<file path="config.mk">
export PLATFORM = sky130hd
export DESIGN_NAME = mc_main_fsm
export DESIGN_NICKNAME = d
export VERILOG_FILES = /design/src/rtl/mc_main_fsm.sv
export SDC_FILE = /design/constraint.sdc
export NUM_CORES = 1
export LEC_CHECK = 0
export BUFFER_PORTS_ARGS = -buffer_cell sky130_fd_sc_hd__buf_2
export CAP_MARGIN = 30
export CORE_AREA = 3 3 40 42
export DETAILED_ROUTE_END_ITERATION = 10
export DIE_AREA = 0 0 43 45
export GPL_ROUTABILITY_DRIVEN = 0
export PLACE_DENSITY = 0.71
export SYNTH_ARGS = -nofsm -noshare
export SYNTH_HDL_FRONTEND = slang
export SYNTH_SLANG_ARGS = --single-unit
</file>
<file path="constraint.sdc">
create_clock -name clk -period 2.8 [get_ports clk]
set_clock_uncertainty 0.1 [all_clocks]
set_input_delay 0.14 -clock clk [delete_from_list [all_inputs] [get_ports clk]]
set_output_delay 0.14 -clock clk [all_outputs]
set_load 0.05 [all_outputs]
</file>
<file path="src/rtl/mc_main_fsm.sv">
// Moore main-control FSM for the multicycle MIPS datapath (lw, sw, R, beq, addi, j).
// Ports: clk, rst_n (async low), op, zero, mem_ready in; datapath strobes, selects, pulses, state out.
// Optional MC_MEM_WAIT_EN: FETCH/MEMRD/MEMWR stall on mem_ready=0.
module mc_main_fsm #(
  parameter int OPW = 6,
  parameter int STW = 4
) (
  input  logic           clk,
  input  logic           rst_n,
  input  logic [OPW-1:0] op,
  input  logic           zero,
  input  logic           mem_ready,
  output logic           pc_write,
  output logic           branch,
  output logic           iord,
  output logic           mem_write,
  output logic           ir_write,
  output logic           mem_to_reg,
  output logic           reg_dst,
  output logic           reg_write,
  output logic           alu_srcA,
  output logic [1:0]     alu_srcB,
  output logic [1:0]     alu_op,
  output logic [1:0]     pc_src,
  output logic           instr_done,
  output logic           illegal_op,
  output logic [STW-1:0] state
);

  typedef enum logic [STW-1:0] {
    S_FETCH  = STW'(0),
    S_DECODE = STW'(1),
    S_MEMADR = STW'(2),
    S_MEMRD  = STW'(3),
    S_MEMWB  = STW'(4),
    S_MEMWR  = STW'(5),
    S_EXEC   = STW'(6),
    S_ALUWB  = STW'(7),
    S_BRANCH = STW'(8),
    S_ADDIEX = STW'(9),
    S_ADDIWB = STW'(10),
    S_JUMP   = STW'(11)
  } state_t;

  localparam logic [OPW-1:0] OP_R    = OPW'('h00);
  localparam logic [OPW-1:0] OP_J    = OPW'('h02);
  localparam logic [OPW-1:0] OP_BEQ  = OPW'('h04);
  localparam logic [OPW-1:0] OP_ADDI = OPW'('h08);
  localparam logic [OPW-1:0] OP_LW   = OPW'('h23);
  localparam logic [OPW-1:0] OP_SW   = OPW'('h2B);

  state_t r_state;
  state_t w_next;

  logic       w_rdy;
  logic       w_pc_write;
  logic       w_branch;
  logic       w_mem_write;
  logic       w_ir_write;
  logic       w_reg_write;
  logic       w_done;
  logic       w_ill;

`ifdef MC_MEM_WAIT_EN
  assign w_rdy = mem_ready;
`else
  logic w_unused;
  assign w_unused = mem_ready;
  assign w_rdy = 1'b1;
`endif

  logic w_unused_zero;
  assign w_unused_zero = zero;

  always_ff @(posedge clk or negedge rst_n) begin
    if (!rst_n) r_state <= S_FETCH;
    else        r_state <= w_next;
  end

  always_comb begin
    w_next      = r_state;
    w_pc_write  = 1'b0;
    w_branch    = 1'b0;
    w_mem_write = 1'b0;
    w_ir_write  = 1'b0;
    w_reg_write = 1'b0;
    w_done      = 1'b0;
    w_ill       = 1'b0;
    iord        = 1'b0;
    mem_to_reg  = 1'b0;
    reg_dst     = 1'b0;
    alu_srcA    = 1'b0;
    alu_srcB    = 2'b00;
    alu_op      = 2'b00;
    pc_src      = 2'b00;
    unique case (r_state)
      S_FETCH: begin
        alu_srcB   = 2'b01;
        w_pc_write = w_rdy;
        w_ir_write = w_rdy;
        if (w_rdy) w_next = S_DECODE;
      end
      S_DECODE: begin
        alu_srcB = 2'b11;
        unique case (op)
          OP_LW, OP_SW: w_next = S_MEMADR;
          OP_R:         w_next = S_EXEC;
          OP_BEQ:       w_next = S_BRANCH;
          OP_ADDI:      w_next = S_ADDIEX;
          OP_J:         w_next = S_JUMP;
          default: begin
            w_ill  = 1'b1;
            w_next = S_FETCH;
          end
        endcase
      end
      S_MEMADR: begin
        alu_srcA = 1'b1;
        alu_srcB = 2'b10;
        w_next   = (op == OP_SW) ? S_MEMWR : S_MEMRD;
      end
      S_MEMRD: begin
        iord = 1'b1;
        if (w_rdy) w_next = S_MEMWB;
      end
      S_MEMWB: begin
        mem_to_reg  = 1'b1;
        w_reg_write = 1'b1;
        w_done      = 1'b1;
        w_next      = S_FETCH;
      end
      S_MEMWR: begin
        iord        = 1'b1;
        w_mem_write = 1'b1;
        w_done      = w_rdy;
        if (w_rdy) w_next = S_FETCH;
      end
      S_EXEC: begin
        alu_srcA = 1'b1;
        alu_op   = 2'b10;
        w_next   = S_ALUWB;
      end
      S_ALUWB: begin
        reg_dst     = 1'b1;
        w_reg_write = 1'b1;
        w_done      = 1'b1;
        w_next      = S_FETCH;
      end
      S_BRANCH: begin
        alu_srcA = 1'b1;
        alu_op   = 2'b01;
        pc_src   = 2'b01;
        w_branch = 1'b1;
        w_done   = 1'b1;
        w_next   = S_FETCH;
      end
      S_ADDIEX: begin
        alu_srcA = 1'b1;
        alu_srcB = 2'b10;
        w_next   = S_ADDIWB;
      end
      S_ADDIWB: begin
        w_reg_write = 1'b1;
        w_done      = 1'b1;
        w_next      = S_FETCH;
      end
      S_JUMP: begin
        pc_src     = 2'b10;
        w_pc_write = 1'b1;
        w_done     = 1'b1;
        w_next     = S_FETCH;
      end
      default: w_next = S_FETCH;
    endcase
  end

  // Strobes are masked by rst_n so nothing fires during reset.
  assign pc_write   = w_pc_write  & rst_n;
  assign branch     = w_branch    & rst_n;
  assign mem_write  = w_mem_write & rst_n;
  assign ir_write   = w_ir_write  & rst_n;
  assign reg_write  = w_reg_write & rst_n;
  assign instr_done = w_done      & rst_n;
  assign illegal_op = w_ill       & rst_n;
  assign state      = r_state;

endmodule

</file>
==> results.md <==
* Post-synth EDFFs at 0
* Pwr Density at ~1100 mW/mm^2
* Maximum clock path buffer count at 2
* Final setup viols at 0
* Inserted Clock Buffers at 3
* Final ANT Viol Nets at 0
* Die area at approximately 0.0019 mm^2
* Final worst path period need at a little under 2 ns
* Multi-input gate area at 357 um^2
* Status: finished, final reports clean
* Post-synthesis sequential area ratio at about a fifth
* Row count at 13
* Synth warn at 0
* VDD IR max at ~0.00040 V
* GR Overflow Total at 0
* Synth area leaders: dfrtp_1, and3_1, nor3_1
* Synth Register Bits at 4
* Post-layout nets at about 100
* Routed wire per std cell at ~12 um
* Largest net degree at the start of global routing at 17
* Number of buffers added on ports at 28
* Top cell type's share of synthesized area at 20.2%
* Syn Area/Cell at approximately 7.6 um^2
* Part of the cycle the worst path needs at 70.3%
* Initial Util at around 39%
* Max cap viols at 0
* Leak at between 0.0003 and 0.0004 uW
* Startpoint Class: register
* Core area at roughly 0.0013 mm^2
* Final setup TNS at 0 ns
* Reg2reg start: state[0]
* CTS H-tree lvls at 1
* Power Total at approximately 720 uW
* Final Instance Area at approximately 660 um^2
* Post-synth top cells: and3_1, nor2_1, nor3_1
* Antenna violations before repair at 0
* Reg clk slew, reported paths at roughly 0.040 ns
* Yosys cell types at 30
* CP Capture Type: output port
* CP Max Fanout at 16
* Ys flop type: dfrtp_1
* FMAX at 508 MHz
* Placed Area at just over 600 um^2
* Worst slew pin tran at about 0.49 ns
* Syn nets at 75
* Largest area contributor in the netlist: dfrtp_1
* Max reg flops at 4
* RSZ-0062 raised after global routing: no
* Total routed wirelength at 1.25 mm
* Area delta synth->final at 32.3%
* Setup CP Type: register to output port
* Die Ht at 45 um
* Hold buffers post-CTS at 1
* Antenna cells at 0
* Setup WS post-layout at between 0.8 and 0.9 ns
* Final Max Tran Viols at 0
* # DRC at 0
* CP arrival at around 1.7 ns
* Slew Limit Headroom at 67.2%
* Drt via density at about 5.4
* Post-detail-place hpwl at around 920 um
* Internal power at about 250 uW
* FILL cells at around 130
* First-pass GRT wire length at between 1.5 and 2 mm
* Clock sink total at 4
* Root Buffer: clkbuf_4
* Seq. cell area at around 100 um^2
* Insertion delay to the later sink of the worst-skew pair at between 0.2 and 0.25 ns
* CP Data Required Time at 2.56 ns
* Share of cells above drive strength 1 at approximately 39%
* Psw at between 400 and 500 uW
* GRT Total Usage at a little under an eighth
* Clock share of power at between 10% and 20%
* Chip width at 43 um
* Cells after Synth at between 60 and 70
* Most frequent cell after synthesis: and3_1
* Initial DRC Count at 10
* Ports at 31
* TritonCTS clock tree: done
* Switch share at around 65%
* Drt pass-1 iters at 4
* Worst hold path type: primary input to async pin
* Vias at 578
* Synthesized cell area at around 500 um^2
* Comb pwr share at between 60 and 70%
* Sequential share of power at between 20% and 30%
* Post-CTS resize count at 0
* Share of flip-flops with an asynchronous set or reset at between 90% and 100%
* CP startpoint: state[0]
* Pre-CTS setup slack at ~1.1 ns
* Post-CTS Setup Bufs at 0
* Hold slack at 0.167 ns
* Vias in the first global route at around 430
* Final hold vios at 0
-- cell usage in the layout (no fill, tap or decap), types with 2 or more instances in the layout --
cell,instances
and3_1,9
buf_2,28
clkbuf_4,3
dfrtp_1,4
nand2_1,3
nand2b_1,4
nor2_1,6
nor2b_1,4
nor3_1,6
o21ai_0,2
xor2_1,3
-- cell families (layout without fill, tap and decap cells) --
family          Yosys count  in the layout  synth area share [%]
flops                     4              4                  20.2
compound gates           14             14                  22.0
xor+xnor                  3              3                  5.30
simple gates             37             37                  44.7
buf+inv                   7             34                  7.83
-- final timing paths --
kind | slack [ns] | endpoint | depth (start not counted)
max in group asynchronous | 2.27 | state[0] | 2
hold reg to reg | 0.56 | state[2] | 1
hold / removal | 0.17 | state[1] | 2
setup reg to reg | 1.36 | state[1] | 3
setup / recovery | 0.83 | alu_srcB[1] | 4
min in group clk | 0.17 | state[0] | 4
-- final cells by class --
type / instances / share of cell area [%]
sequential: 4 / 15.3
tap: 15 / 2.86
inverter: 2 / 1.15
clock buffer: 3 / 3.44
timing repair buffer: 29 / 22.9
multi-input combinational: 54 / 54.4
-- critical path, stage by stage (launching register included) --
cell      delay (ns)
dfrtp_1         0.55
nand2b_1        0.29
nand2b_1        0.22
a21oi_1         0.15
buf_2           0.28
-- power groups by stage --
stage                     Sequential [uW]  Clock, uW  Combinational (uW)
after floorplan                       157          0                 390
after global placement                143          0                 501
after detailed placement              144          0                 503
after CTS                             144       72.8                 505
after global routing                  152       74.0                 538
final                                 147       72.3                 503
-- per-stage QoR --
step	std cells	util, %
CTS	107	51.0
floorplan	65	-
finish	107	51.0
global route	107	51.0
global placement	103	48.5
detailed placement	103	48.5
-- routing by layer --
metal  part of all wire, %  GRT usage [%]  vias to the layer above  routed length, um
met1                    49           16.9                      253                611
met5                     0              0                        -                  0
met2                    42           18.0                       22                526
met3                   7.4          0.797                        2                 93
met4                   1.7           7.23                        0                 21
li1                      -              -                      301                  -
Note: power is estimated with default switching activity, not from simulation.
